### src/rtl/rc4_pkg.sv
// Shared types for the RC4 encryption core: phase and swap-sequencer states,
// S-box depth and the key byte selector.
package rc4_pkg;

  localparam int unsigned S_DEP = 256;

  typedef enum logic [2:0] {
    IDLE, INIT, KSA_SWAP, PRGA_SWAP, PRGA_RD_F, PRGA_WAIT, PRGA_CT, DONE
  } rc4_state_e;

  typedef enum logic [2:0] {
    SW_IDLE, SW_RD_I, SW_WAIT_I, SW_RD_J, SW_WAIT_J, SW_WR_I, SW_WR_J
  } swap_state_e;

  // key[0] is the most significant byte of the 24-bit key.
  function automatic logic [7:0] key_byte(input logic [23:0] key, input logic [7:0] idx,
                                          input int unsigned key_len);
    int unsigned sel;
    sel = 32'(idx) % key_len;
    case (sel)
      0:       return key[23:16];
      1:       return key[15:8];
      default: return key[7:0];
    endcase
  endfunction

endpackage

### src/rtl/rc4_swap_step.sv
// One RC4 swap step: read s[i], j += s[i] + j_inc, read s[j], write both back swapped.
// Six clocks per step; a start seen in the last clock chains the next step with no bubble.
module rc4_swap_step
  import rc4_pkg::*;
(
  input  logic        clk,
  input  logic        reset,
  input  logic        start,
  input  logic [7:0]  i_in,
  input  logic [7:0]  j_in,
  input  logic [7:0]  j_inc,
  input  logic [7:0]  s_q,
  output logic [7:0]  s_address,
  output logic [7:0]  s_data,
  output logic        s_wren,
  output logic [7:0]  j_out,
  output logic [7:0]  si_out,
  output logic [7:0]  sj_out,
  output logic        done,
  output swap_state_e state_dbg
);

  swap_state_e state, state_nx;
  logic [7:0]  i_r, j_r, inc_r, si_r, sj_r;
  logic        accept;

  assign accept    = start && (state == SW_IDLE || state == SW_WR_J);
  assign j_out     = j_r;
  assign si_out    = si_r;
  assign sj_out    = sj_r;
  assign state_dbg = state;

  always_ff @(posedge clk or negedge reset) begin
    if (!reset) state <= SW_IDLE;
    else        state <= state_nx;
  end

  always_ff @(posedge clk or negedge reset) begin
    if (!reset) begin
      i_r   <= '0;
      j_r   <= '0;
      inc_r <= '0;
      si_r  <= '0;
      sj_r  <= '0;
    end else begin
      if (accept) begin
        i_r   <= i_in;
        j_r   <= j_in;
        inc_r <= j_inc;
      end
      if (state == SW_WAIT_I) begin
        si_r <= s_q;
        j_r  <= j_r + s_q + inc_r;
      end
      if (state == SW_WAIT_J) sj_r <= s_q;
    end
  end

  // With i == j the second read returns s[i], so both writes store the same byte.
  always_comb begin
    state_nx  = state;
    s_address = '0;
    s_data    = '0;
    s_wren    = 1'b0;
    done      = 1'b0;
    case (state)
      SW_IDLE:   if (start) state_nx = SW_RD_I;
      SW_RD_I:   begin s_address = i_r; state_nx = SW_WAIT_I; end
      SW_WAIT_I: state_nx = SW_RD_J;
      SW_RD_J:   begin s_address = j_r; state_nx = SW_WAIT_J; end
      SW_WAIT_J: state_nx = SW_WR_I;
      SW_WR_I: begin
        s_address = i_r;
        s_data    = sj_r;
        s_wren    = 1'b1;
        state_nx  = SW_WR_J;
      end
      SW_WR_J: begin
        s_address = j_r;
        s_data    = si_r;
        s_wren    = 1'b1;
        done      = 1'b1;
        state_nx  = start ? SW_RD_I : SW_IDLE;
      end
      default:   state_nx = SW_IDLE;
    endcase
  end

endmodule

### src/rtl/rc4_encryption_core.sv
// RC4 encryptor: S init, KSA, PRGA with plaintext XOR into the ciphertext image.
// Optional keystream drop of DROP_BYTES bytes when RC4_DROP_EN is defined.
module rc4_encryption_core
  import rc4_pkg::*;
#(
  parameter int unsigned MSG_DEP    = 32,
  parameter int unsigned KEY_LENGTH = 3,
  parameter int unsigned DROP_BYTES = 0
) (
  input  logic        clk,
  input  logic        reset,
  input  logic        start,
  input  logic [23:0] secret_key,
  output logic        busy,
  output logic        done,
  output logic [7:0]  s_address,
  output logic [7:0]  s_data,
  output logic        s_wren,
  input  logic [7:0]  s_q,
  output logic [7:0]  pt_address,
  input  logic [7:0]  pt_q,
  output logic [7:0]  ct_address,
  output logic [7:0]  ct_data,
  output logic        ct_wren,
  output rc4_state_e  state_dbg,
  output swap_state_e step_state_dbg
);

`ifdef RC4_DROP_EN
  localparam int unsigned DROP_STEPS = DROP_BYTES;
`else
  localparam int unsigned DROP_STEPS = 0;
`endif
  localparam int unsigned DW       = $clog2(DROP_BYTES + 2);
  localparam logic [DW-1:0] DROP_LIM = DW'(DROP_STEPS);
  localparam logic [7:0] LAST_I    = 8'(S_DEP - 1);
  localparam logic [7:0] LAST_K    = 8'(MSG_DEP - 1);

  rc4_state_e    state, state_nx;
  logic [7:0]    i, j, k, ct_byte;
  logic [23:0]   key_r;
  logic [DW-1:0] drop_cnt;

  logic       step_start, step_done, step_wren;
  logic [7:0] step_i, step_j, step_inc, step_addr, step_data;
  logic [7:0] step_j_out, step_si, step_sj;

  assign state_dbg = state;

  rc4_swap_step u_swap (
    .clk       (clk),
    .reset     (reset),
    .start     (step_start),
    .i_in      (step_i),
    .j_in      (step_j),
    .j_inc     (step_inc),
    .s_q       (s_q),
    .s_address (step_addr),
    .s_data    (step_data),
    .s_wren    (step_wren),
    .j_out     (step_j_out),
    .si_out    (step_si),
    .sj_out    (step_sj),
    .done      (step_done),
    .state_dbg (step_state_dbg)
  );

  always_ff @(posedge clk or negedge reset) begin
    if (!reset) state <= IDLE;
    else        state <= state_nx;
  end

  // Each swap step is launched in the clock that ends the previous phase step,
  // so step_i/step_j/step_inc describe the step about to begin.
  always_comb begin
    state_nx   = state;
    step_start = 1'b0;
    step_i     = i + 8'd1;
    step_j     = step_j_out;
    step_inc   = 8'd0;
    s_address  = '0;
    s_data     = '0;
    s_wren     = 1'b0;
    pt_address = '0;
    ct_address = '0;
    ct_data    = '0;
    ct_wren    = 1'b0;
    case (state)
      IDLE: if (start) state_nx = INIT;
      INIT: begin
        s_address = i;
        s_data    = i;
        s_wren    = 1'b1;
        if (i == LAST_I) begin
          state_nx   = KSA_SWAP;
          step_start = 1'b1;
          step_j     = 8'd0;
          step_inc   = key_byte(key_r, step_i, KEY_LENGTH);
        end
      end
      KSA_SWAP: begin
        s_address = step_addr;
        s_data    = step_data;
        s_wren    = step_wren;
        if (step_done) begin
          step_start = 1'b1;
          if (i == LAST_I) begin
            state_nx = PRGA_SWAP;
            step_i   = 8'd1;
            step_j   = 8'd0;
          end else begin
            step_inc = key_byte(key_r, step_i, KEY_LENGTH);
          end
        end
      end
      PRGA_SWAP: begin
        s_address = step_addr;
        s_data    = step_data;
        s_wren    = step_wren;
        if (step_done) begin
          if (drop_cnt != DROP_LIM) step_start = 1'b1;
          else                      state_nx   = PRGA_RD_F;
        end
      end
      PRGA_RD_F: begin
        s_address  = step_si + step_sj;
        pt_address = k;
        state_nx   = PRGA_WAIT;
      end
      PRGA_WAIT: state_nx = PRGA_CT;
      PRGA_CT: begin
        ct_address = k;
        ct_data    = ct_byte;
        ct_wren    = 1'b1;
        if (k == LAST_K) begin
          state_nx = DONE;
        end else begin
          state_nx   = PRGA_SWAP;
          step_start = 1'b1;
          step_j     = j;
        end
      end
      DONE:    state_nx = IDLE;
      default: state_nx = IDLE;
    endcase
  end

  always_ff @(posedge clk or negedge reset) begin
    if (!reset) begin
      i        <= '0;
      j        <= '0;
      k        <= '0;
      key_r    <= '0;
      ct_byte  <= '0;
      drop_cnt <= '0;
      busy     <= 1'b0;
      done     <= 1'b0;
    end else begin
      if (state == IDLE && start) begin
        key_r <= secret_key;
        busy  <= 1'b1;
        done  <= 1'b0;
        i     <= '0;
        j     <= '0;
        k     <= '0;
      end
      if (state == INIT || step_start) i <= step_i;
      if ((state == KSA_SWAP || state == PRGA_SWAP) && step_done) j <= step_j_out;
      if (state == KSA_SWAP && step_done && i == LAST_I) begin
        j        <= '0;
        k        <= '0;
        drop_cnt <= '0;
      end
      if (state == PRGA_SWAP && step_done && drop_cnt != DROP_LIM) drop_cnt <= drop_cnt + DW'(1);
      if (state == PRGA_WAIT) ct_byte <= s_q ^ pt_q;
      if (state == PRGA_CT) begin
        if (k == LAST_K) begin
          busy <= 1'b0;
          done <= 1'b1;
        end else begin
          k <= k + 8'd1;
        end
      end
    end
  end

endmodule

### config.mk
export PLATFORM = sky130hd
export DESIGN_NAME = rc4_encryption_core
export DESIGN_NICKNAME = d
export VERILOG_FILES = /design/src/rtl/rc4_pkg.sv /design/src/rtl/rc4_swap_step.sv /design/src/rtl/rc4_encryption_core.sv
export SDC_FILE = /design/constraint.sdc
export NUM_CORES = 1
export LEC_CHECK = 0
export BUFFER_PORTS_ARGS = -buffer_cell sky130_fd_sc_hd__buf_4
export CAP_MARGIN = 10
export CORE_MARGIN = 3
export CORE_UTILIZATION = 40
export CTS_CLUSTER_SIZE = 28
export DETAILED_ROUTE_END_ITERATION = 16
export PLACE_DENSITY = 0.61
export REMOVE_ABC_BUFFERS = 1
export SLEW_MARGIN = 0
export SYNTH_ARGS = -nofsm -noshare
export SYNTH_HDL_FRONTEND = slang
export SYNTH_SLANG_ARGS = --single-unit
### constraint.sdc
create_clock -name clk -period 7.3 [get_ports clk]
set_clock_uncertainty 0.15 [all_clocks]
set_input_delay 0.365 -clock clk [delete_from_list [all_inputs] [get_ports clk]]
set_output_delay 0.365 -clock clk [all_outputs]
set_load 0.005 [all_outputs]
==> flow_metrics.tcl, run 1 <==
set metrics [dict create \
    root_buffer "clkbuf_16" \
    fin_util_pct 47.5 \
    worst_pin_slew_ns 1.06 \
    clkLatencyLatePin_ns 0.35 \
    die_h_um 142 \
    synth_seq_cells 105 \
    totalPowerFinal_w 0.00152 \
    setup_viol 0 \
    fin_ws_ns 0.605 \
    drc 0 \
    async_reset_ff_share_pct 100 \
    area_delta_synth_final_pct 16.4 \
    viasPerCell 5.89 \
    htree_num_levels 3 \
    startpoint "i[1]" \
    synth_cell_types 76 \
    crit_end "u_swap.inc_r[6]" \
    core_area_um2 18100 \
    yosys_warnings 0 \
    grt_start_max_net_pins 72 \
    fin_nets 1008 \
    post_cts_buffers 0 \
    drv_slew 0 \
    vias 6896 \
    dp_hpwl_um 15500 \
    rsz0062_at_grt "false" \
    fmax_ghz 0.149 \
    routed_wl_um 21100 \
    start_util_pct 40.9 \
    tns_ns 0 \
    relSlewSlack_pct 29.2 \
    track_usage_pct 20.7 \
    hold_path_class "input port to register" \
    grt.overflow.total 0 \
    arrival_ns 6.77 \
    antenna_found_initial 0 \
    r2r_start "i[1]" \
    dr.pass1.iters 8 \
    cts_max_path_buffers 2 \
    gp_congestion 0.973 \
    synth.area.top_cells "dfrtp_1 36%, nand2_1 8.6%, o21ai_0 3.4%" \
    ys_seq_area_share_pct 35.6 \
    crit_type "register to register" \
    yosysTopAreaCell "dfrtp_1" \
    critPathLaunchType "register" \
    cts.sinks 105 \
    drtIter0Drc 545 \
    io_pins 93 \
    critPathMaxFanout 10 \
    r2r_end "u_swap.inc_r[6]" \
    synthCells 876 \
    worstPathRequired_ns 7.38 \
    clkTransAtPathRegs_ns 0.07 \
    ff2ff_setup_slack_ns 0.60 \
    fin_crit_sh_pct 91.7 \
    power.leakage_nw 3.92 \
    cts_tree "yes" \
    wire_per_inst_um 18.1 \
    ys.flop_type "dfrtp_1" \
    synth.top_cell.area_share_pct 35.6 \
    dieArea_um2 20100 \
    syn_area_um2 7390 \
    place_ws_ns 0.466 \
    r2r_cells 23 \
    status "finished clean" \
    rows 49 \
    power_density_nw_per_um2 177 \
    irDropWorstVdd_v 0.000118 \
    drv_cap 0 \
    die_w_um 142 \
    hold_viol 0 \
    endpoint_kind "register" \
    grt_pass1_vias 6392 \
    port_buffers 92 \
    n_antenna_cell 0 \
    synth-edff-count 0 \
    drive_gt1_share_pct 17.2 \
    fin_crit_ns 6.70 \
    postSynthAreaPerCell_um2 8.44 \
    cts_buffers 9 \
    grt_pass1_wl_um 33700 \
    postRouteAntennaNets 0 \
]
==> area by class of cell <==
class,count,area (µm²)
clock inverters,6,90.1
multi-input cells,683,4420
fillers,1769,9490
flip-flops and latches,105,2630
clock buffers,10,239
repair buffers,109,821
well taps,229,287
inverters,29,109
==> cells in the final DEF (no fill, tap or decap), drive strengths merged, types with 14 or more instances in the layout <==
cell type and instances:
nand2 169, buf 108, dfrtp 105, o21ai 50, nor2 42, and3 33, a21oi 32, nand3 30
inv 29, xnor2 27, a22oi 21, a31oi 21, ha 19, nor3 17, mux2 15, and2 15
xor2 14, a2111oi 14
==> metrics by stage <==
stage,hold slack [ns],instance area [µm²],cells
after detailed placement,0.205,8250,1154
after CTS,0.0392,8590,1171
after global routing,0.0441,8600,1171
after global placement,0.204,8250,1154
final,0.0565,8600,1171
after floorplan,-0.0806,7140,817
==> flip-flops by register name (all words and copies together), names as in the netlist <==
register,flops
u_swap.inc_r,8
state_dbg,3
u_swap.sj_out,8
ct_byte,8
done,1
u_swap.j_out,8
u_swap.i_r,8
key_r,24
i,8
u_swap.si_out,8
drop_cnt,1
u_swap.state_dbg,3
j,8
busy,1
k,8
==> cells by family after synthesis <==
logic type                 synth area share [%]
adders and majority gates                  5.66
xor gates and xnor gates                   4.96
buffers and inverters                      4.81
muxes                                      2.56
and+or+nand+nor                            23.3
DFF                                        35.6
AOI/OAI and AO/OA                          23.1
==> report_power, final <==
| part | leakage [nW] | internal (W) | switching, W |
|---|---|---|---|
| sequential | 1.26 | 0.000640 | 0.0000587 |
| clock | 0.159 | 0.000311 | 0.000220 |
| combinational | 2.51 | 0.000151 | 0.000142 |
| total | 3.92 | 0.00110 | 0.000421 |
==> per-layer routing <==
| layer | global-route usage [%] | vias up | wire length [µm] |
|---|---|---|---|
| met4 | 4.14 | 0 | 244 |
| met2 | 33.3 | 275 | 9770 |
| met3 | 4.04 | 21 | 1500 |
| met5 | 0 | - | 0 |
| li1 | - | 3304 | - |
| met1 | 29.4 | 3296 | 9630 |
==> worst min path at each step <==
stage	start	to	cells after the start
after floorplan	reset	busy	0
after CTS	secret_key[21]	key_r[21]	3
after global placement	reset	done	1
final	secret_key[21]	key_r[21]	3
after global routing	secret_key[21]	key_r[21]	3
after detailed placement	reset	done	1
==> synthesized netlist by cell type, types with 4 or more instances <==
cell type,instances
nand2_1,169
dfrtp_1,105
o21ai_0,50
clkbuf_1,49
nor2_1,41
and3_1,33
a21oi_1,31
inv_1,28
nand3_1,28
xnor2_1,27
a22oi_1,21
a31oi_1,21
ha_1,19
nor3_1,16
mux2_2,15
and2_1,14
xor2_1,13
a21o_1,12
a2111oi_0,11
a221oi_1,11
nor2b_1,11
o31ai_1,11
nand2b_1,10
fa_1,9
a221o_1,7
a311o_1,7
o22ai_1,6
buf_2,5
nand4_1,5
o221ai_1,5
nand3b_1,4
o211ai_1,4
o32ai_1,4
or3_1,4
==> critical path: stages (launching register included) <==
cell and delay [ns]:
dfrtp_1 0.53, ha_1 0.24, nand2_1 0.10, o21ai_0 0.25
and2_1 0.34, inv_1 0.08, ha_1 0.35, a2111oi_0 0.30
nand3_1 0.17, a31oi_1 0.35, nor3_1 0.17, or3_4 0.40
o31ai_1 0.38, ha_1 0.30, inv_1 0.11, o2111ai_1 0.13
or2_1 0.29, xnor2_1 0.10, ha_1 0.26, nor4b_2 0.40
or2_4 0.25, nand3_2 0.18, a311o_1 0.41, a221o_1 0.32
==> what timing repair did <==
action,CTS,global route
endpoints found under the setup margin,0,8
hold buffers,1,0
hold endpoints to repair,34,0
resized for setup,0,4
Power figures use the tool's default switching activity.
==> inputs of run 2 (changes only) <==
--- a/config.mk
+++ b/config.mk
@@ -5,6 +5,7 @@
 export SDC_FILE = /design/constraint.sdc
 export NUM_CORES = 1
 export LEC_CHECK = 0
+export ABC_AREA = 1
 export BUFFER_PORTS_ARGS = -buffer_cell sky130_fd_sc_hd__buf_4
 export CAP_MARGIN = 10
 export CORE_MARGIN = 3
==> flow_metrics.tcl, run 2 <==
set metrics [dict create \
    setup_viol 0 \
    irDropWorstVdd_v 0.000112 \
    async_reset_ff_share_pct 100 \
    internal_power_w 0.000892 \
    critical_path.top_delay_family "simple AND/OR/NAND/NOR gates" \
    synth-edff-count 0 \
    synthAdderAreaFrac_pct 6.09 \
    pwr-share-comb_pct 4.9 \
    track_usage_pct 19.5 \
    gp_congestion 0.889 \
    worstPathRequired_ns 7.40 \
    fin_crit_sh_pct 77.6 \
    top_register "key_r" \
    arrival_ns 5.76 \
    synth_cell_types 46 \
    status "finished clean" \
    p_seq_share_pct 51.1 \
    io_pins 93 \
    rows 47 \
    ctsResizeCount 0 \
    r2r_end "u_swap.inc_r[7]" \
    area_delta_synth_final_pct 18.3 \
    dpl_cell_area_um2 7790 \
    rsz0062_at_grt "false" \
    relSlewSlack_pct 43.6 \
    synthXorXnorAreaFrac_pct 2.81 \
    swShare_pct 21.6 \
    muxShareOfSynthArea_pct 0 \
    path_buf_inv 5 \
    viasPerCell 5.04 \
    clkLatencyLatePin_ns 0.35 \
    final_common_cell "nand2_1" \
    hold_path_end "key_r[13]" \
    port_buffers 92 \
    htree_num_levels 3 \
    drv_cap 0 \
    crit_type "register to register" \
    r2r_cells 39 \
    critPathMaxStageDelay_ns 0.48 \
    core_area_um2 16700 \
    wire_per_inst_um 14.4 \
    cts_max_path_buffers 2 \
    p_sw_w 0.000246 \
    postRouteAntennaNets 0 \
    layout_common_cells "240 x nand2_1, 111 x inv_1, 105 x dfrtp_1, 101 x buf_4, 78 x nor2_1" \
    clkTransAtPathRegs_ns 0.07 \
    clock_power_share_pct 43.9 \
    cts.sinks 105 \
    cts_buffers 9 \
    power_density_nw_per_um2 140 \
    drc 0 \
    fin_crit_ns 5.66 \
    min_from "secret_key[13]" \
    filler_cell_count 1701 \
    worst_pin_slew_ns 0.846 \
    n_antenna_cell 0 \
    r2r_start "i[0]" \
    synthCells 916 \
    synth_top_family_by_area "simple AND/OR/NAND/NOR gates" \
    synth_common_cells "240 x nand2_1, 111 x inv_1, 105 x dfrtp_1, 78 x nor2_1, 72 x o21ai_0" \
    grt_pass1_vias 5745 \
    start_util_pct 41.1 \
    postSynthAreaPerCell_um2 7.49 \
    synth_seq_cells 105 \
    synthSimpleGateAreaFrac_pct 32.0 \
    ys.flop_type "dfrtp_1" \
    fin_nets 1076 \
    root_buffer "clkbuf_16" \
    critPathLaunchType "register" \
    drtIter0Drc 345 \
    antenna_found_initial 0 \
    synth.top_cell.area_share_pct 38.3 \
    grt.overflow.total 0 \
    synth.area.top_cells "dfrtp_1 38%, nand2_1 13%, inv_1 6.1%" \
    die_w_um 137 \
    yosysTopAreaCell "dfrtp_1" \
    hold_viol 0 \
    vias 6197 \
    dieArea_um2 18800 \
    grt_pass1_wl_um 29000 \
    synth_compound_area_share_pct 11.9 \
    dr.pass1.iters 4 \
    routed_wl_um 17700 \
    grt_start_max_net_pins 67 \
    cts_tree "yes" \
    final_area_um2 8110 \
    hold_path_class "input port to register" \
    die_h_um 137 \
    drive_gt1_share_pct 17.2 \
    dp_hpwl_um 13500 \
    critPathMaxFanout 22 \
    endpoint_kind "register" \
    syn_area_um2 6860 \
    fmax_ghz 0.177 \
    hold-path-cell-count 3 \
    slowest_stage "dfrtp_1" \
    power.leakage_nw 4.44 \
    largest_register_ffs 24 \
    crit_top_cell "nand2_1" \
    yosysMostFrequentCell "nand2_1" \
    tns_ns 0 \
    ff2ff_setup_slack_ns 1.64 \
    drv_slew 0 \
    ys_seq_area_share_pct 38.3 \
    yosys_warnings 0 \
]
## run 2: worst register-to-register path, delay by kind of cell, from the launching register on
family	cells	cell delay, ns
buffers and inverters	5	0.39
adder cells (fa/ha/maj)	4	0.89
AND/OR/NAND/NOR	30	3.64
flip-flops	1	0.48
## run 2: per-layer routing
layer	GRT usage, %	vias up	share of wire, %
met2	31.4	142	46
li1	-	3161	-
met5	0	-	0
met4	5.60	0	2.0
met1	27.1	2872	48
met3	3.31	22	4.6
## run 2: layout make-up
| class | instances | area [µm²] | share of cell area, % |
|---|---|---|---|
| clock inverters | 4 | 51.3 | 0.632 |
| clock buffers | 12 | 256 | 3.16 |
| repair buffers | 102 | 768 | 9.47 |
| flip-flops and latches | 105 | 2630 | 32.4 |
| well taps | 220 | 275 | 3.39 |
| multi-input cells | 653 | 3630 | 44.8 |
| inverters | 134 | 503 | 6.20 |
## run 2: worst max path at each step
stage,startpoint,end,slack (ns),depth (start not counted)
after floorplan,i[0],u_swap.inc_r[0],2.34,39
after global placement,i[0],u_swap.inc_r[4],1.85,40
after detailed placement,i[0],u_swap.inc_r[6],1.66,39
after CTS,i[0],u_swap.inc_r[6],1.63,39
after global routing,i[0],u_swap.inc_r[0],0.87,39
final,i[0],u_swap.inc_r[7],1.64,39
## run 2: timing repair
| item | CTS | global route |
|---|---|---|
| endpoints found under the setup margin | 0 | 0 |
| hold buffers | 1 | 0 |
| setup buffers | 0 | 0 |
| endpoints found under the hold margin | 39 | 0 |
## run 2: cells by family (layout without fill, tap and decap cells)
| group | Yosys count | after routing |
|---|---|---|
| and+or+nand+nor | 466 | 466 |
| buffers and inverters | 158 | 252 |
| AOI/OAI and AO/OA | 137 | 137 |
| DFF | 105 | 105 |
| adders and majority gates | 28 | 28 |
| xor gates and xnor gates | 22 | 22 |
## run 2: metrics by stage
stage          total power [W]  utilization, %  setup slack [ns]  hold slack (ns)  std cells
4_1_cts                0.00115            48.6              1.63           0.0450       1230
2_1_floorplan         0.000612               -              2.34          -0.0806        892
3_3_place_gp          0.000650            46.7              1.85            0.218       1213
5_1_grt                0.00118            48.6             0.875           0.0490       1230
3_5_place_dp          0.000651            46.7              1.66            0.220       1213
6_report               0.00114            48.6              1.64           0.0594       1230
## run 2: power groups by stage
stage	sequential, W	combinational [W]	clock (W)
2_1_floorplan	0.000593	0.0000190	0
3_3_place_gp	0.000593	0.0000569	0
3_5_place_dp	0.000593	0.0000574	0
4_1_cts	0.000582	0.0000580	0.000514
5_1_grt	0.000582	0.0000645	0.000534
6_report	0.000582	0.0000562	0.000500
==> inputs of run 3 (changes only) <==
==> constraint.sdc (replaced) <==
create_clock -name clk -period 5.9 [get_ports clk]
set_clock_uncertainty 0.15 [all_clocks]
set_input_delay 0.295 -clock clk [delete_from_list [all_inputs] [get_ports clk]]
set_output_delay 0.295 -clock clk [all_outputs]
set_load 0.005 [all_outputs]
==> flow_metrics.tcl, run 3 (synthesis results as in run 2) <==
set metrics [dict create \
    dpl_cell_area_um2 7800 \
    track_usage_pct 19.7 \
    vias 6363 \
    clkLatencyLatePin_ns 0.35 \
    final_common_cell "nand2_1" \
    p_sw_w 0.000322 \
    grt_pass1_vias 5775 \
    status "finished clean" \
    viasPerCell 5.03 \
    worstPathRequired_ns 6.00 \
    dr.pass1.iters 5 \
    fin_crit_sh_pct 89.8 \
    min_from "s_q[1]" \
    power.leakage_nw 4.57 \
    slowest_stage "dfrtp_1" \
    fin_ws_ns 0.602 \
    n_antenna_cell 0 \
    filler_cell_count 1658 \
    cts_max_path_buffers 2 \
    dp_cells 1215 \
    grt_start_max_net_pins 56 \
    largest_register_ffs 24 \
    fin_cells 1264 \
    ff2ff_setup_slack_ns 0.60 \
    cts.sinks 105 \
    internal_power_w 0.00105 \
    io_pins 93 \
    drc 0 \
    crit_top_cell "nand2_1" \
    tns_ns 0 \
    port_buffers 92 \
    place_ws_ns 0.487 \
    hold_path_end "u_swap.si_out[1]" \
    drive_gt1_share_pct 18.0 \
    r2r_end "u_swap.inc_r[0]" \
    die_h_um 137 \
    critPathMaxStageDelay_ns 0.47 \
    critPathLaunchType "register" \
    hold-path-cell-count 3 \
    pwr-share-comb_pct 6.0 \
    relSlewSlack_pct 30.6 \
    irDropWorstVdd_v 0.000135 \
    drv_slew 0 \
    grt.overflow.total 0 \
    htree_num_levels 3 \
    area_delta_synth_final_pct 22.8 \
    gp_congestion 0.865 \
    rsz0062_at_grt "false" \
    drv_cap 0 \
    swShare_pct 23.5 \
    antenna_found_initial 0 \
    rows 47 \
    cts_buffers 9 \
    p_seq_share_pct 52.4 \
    hold_path_class "input port to register" \
    endpoint_kind "register" \
    root_buffer "clkbuf_16" \
    clkTransAtPathRegs_ns 0.07 \
    die_w_um 137 \
    setup_viol 0 \
    r2r_start "i[2]" \
    critPathMaxFanout 9 \
    wire_per_inst_um 14.2 \
    fin_crit_ns 5.30 \
    grt_pass1_wl_um 29300 \
    fin_nets 1110 \
    routed_wl_um 17900 \
    power_density_nw_per_um2 163 \
    top_register "key_r" \
    core_area_um2 16700 \
    dieArea_um2 18800 \
    fin_util_pct 50.4 \
    arrival_ns 5.40 \
    fmax_ghz 0.189 \
    crit_type "register to register" \
    hold_viol 0 \
    r2r_cells 42 \
    clock_power_share_pct 41.6 \
    cts_tree "yes" \
    final_area_um2 8420 \
    dp_hpwl_um 13500 \
    drtIter0Drc 318 \
    start_util_pct 41.1 \
    postRouteAntennaNets 0 \
    worst_pin_slew_ns 1.03 \
    layout_common_cells "240 x nand2_1, 111 x inv_1, 109 x buf_4, 103 x dfrtp_1, 78 x nor2_1" \
]
## run 3: how the worst max path moves through the flow
| stage | slack, ns | from | endpoint |
|---|---|---|---|
| after global placement | 0.65 | i[0] | u_swap.inc_r[0] |
| after detailed placement | 0.49 | i[0] | u_swap.inc_r[5] |
| after floorplan | 0.94 | i[0] | u_swap.inc_r[0] |
| final | 0.60 | i[2] | u_swap.inc_r[0] |
| after global routing | 0.02 | i[2] | u_swap.inc_r[0] |
| after CTS | 0.46 | i[0] | u_swap.inc_r[0] |
## run 3: stage by stage
stage	total power, W	hold WS (ns)
6_report	0.00137	0.0758
5_1_grt	0.00143	0.0933
4_1_cts	0.00140	0.0578
3_5_place_dp	0.000805	0.206
3_3_place_gp	0.000804	0.202
2_1_floorplan	0.000758	-0.151
## run 3: area by class of cell
type / count / area (µm²) / share of cell area, %
Tap cell: 220 / 275 / 3.27
Inverter: 134 / 503 / 5.97
Sequential cell: 105 / 2630 / 31.2
Clock inverter: 7 / 55.1 / 0.653
Timing Repair Buffer: 136 / 1110 / 13.2
Clock buffer: 9 / 225 / 2.67
Multi-Input combinational cell: 653 / 3630 / 43.1
## run 3: power by group through the flow
stage | Combinational, W | Sequential (W) | Clock, W
after CTS | 0.0000841 | 0.000720 | 0.000591
final | 0.0000823 | 0.000720 | 0.000571
after global placement | 0.0000702 | 0.000734 | 0
after floorplan | 0.0000236 | 0.000734 | 0
after detailed placement | 0.0000709 | 0.000734 | 0
after global routing | 0.0000937 | 0.000719 | 0.000619
## run 3: layer usage
| layer | track usage (%) | up-vias | wire length (µm) | part of all wire, % |
|---|---|---|---|---|
| li1 | - | 3233 | - | - |
| met1 | 27.5 | 2926 | 8320 | 46 |
| met2 | 31.2 | 178 | 8250 | 46 |
| met3 | 3.57 | 26 | 976 | 5.4 |
| met4 | 5.99 | 0 | 389 | 2.2 |
| met5 | 0 | - | 0 | 0 |
## run 3: timing repair
| action | in CTS | in global routing |
|---|---|---|
| hold endpoints to repair | 74 | 0 |
| setup endpoints to repair | 0 | 8 |
| resized for setup | 0 | 3 |
| setup buffers | 0 | 8 |
| hold buffers | 25 | 0 |
## run 3: worst max-delay path, delay by kind of cell, from the launching register on
family,cells,cell delay (ns)
DFF,1,0.47
buffers and inverters,6,0.41
and+or+nand+nor,33,3.53
adders and majority gates,3,0.63
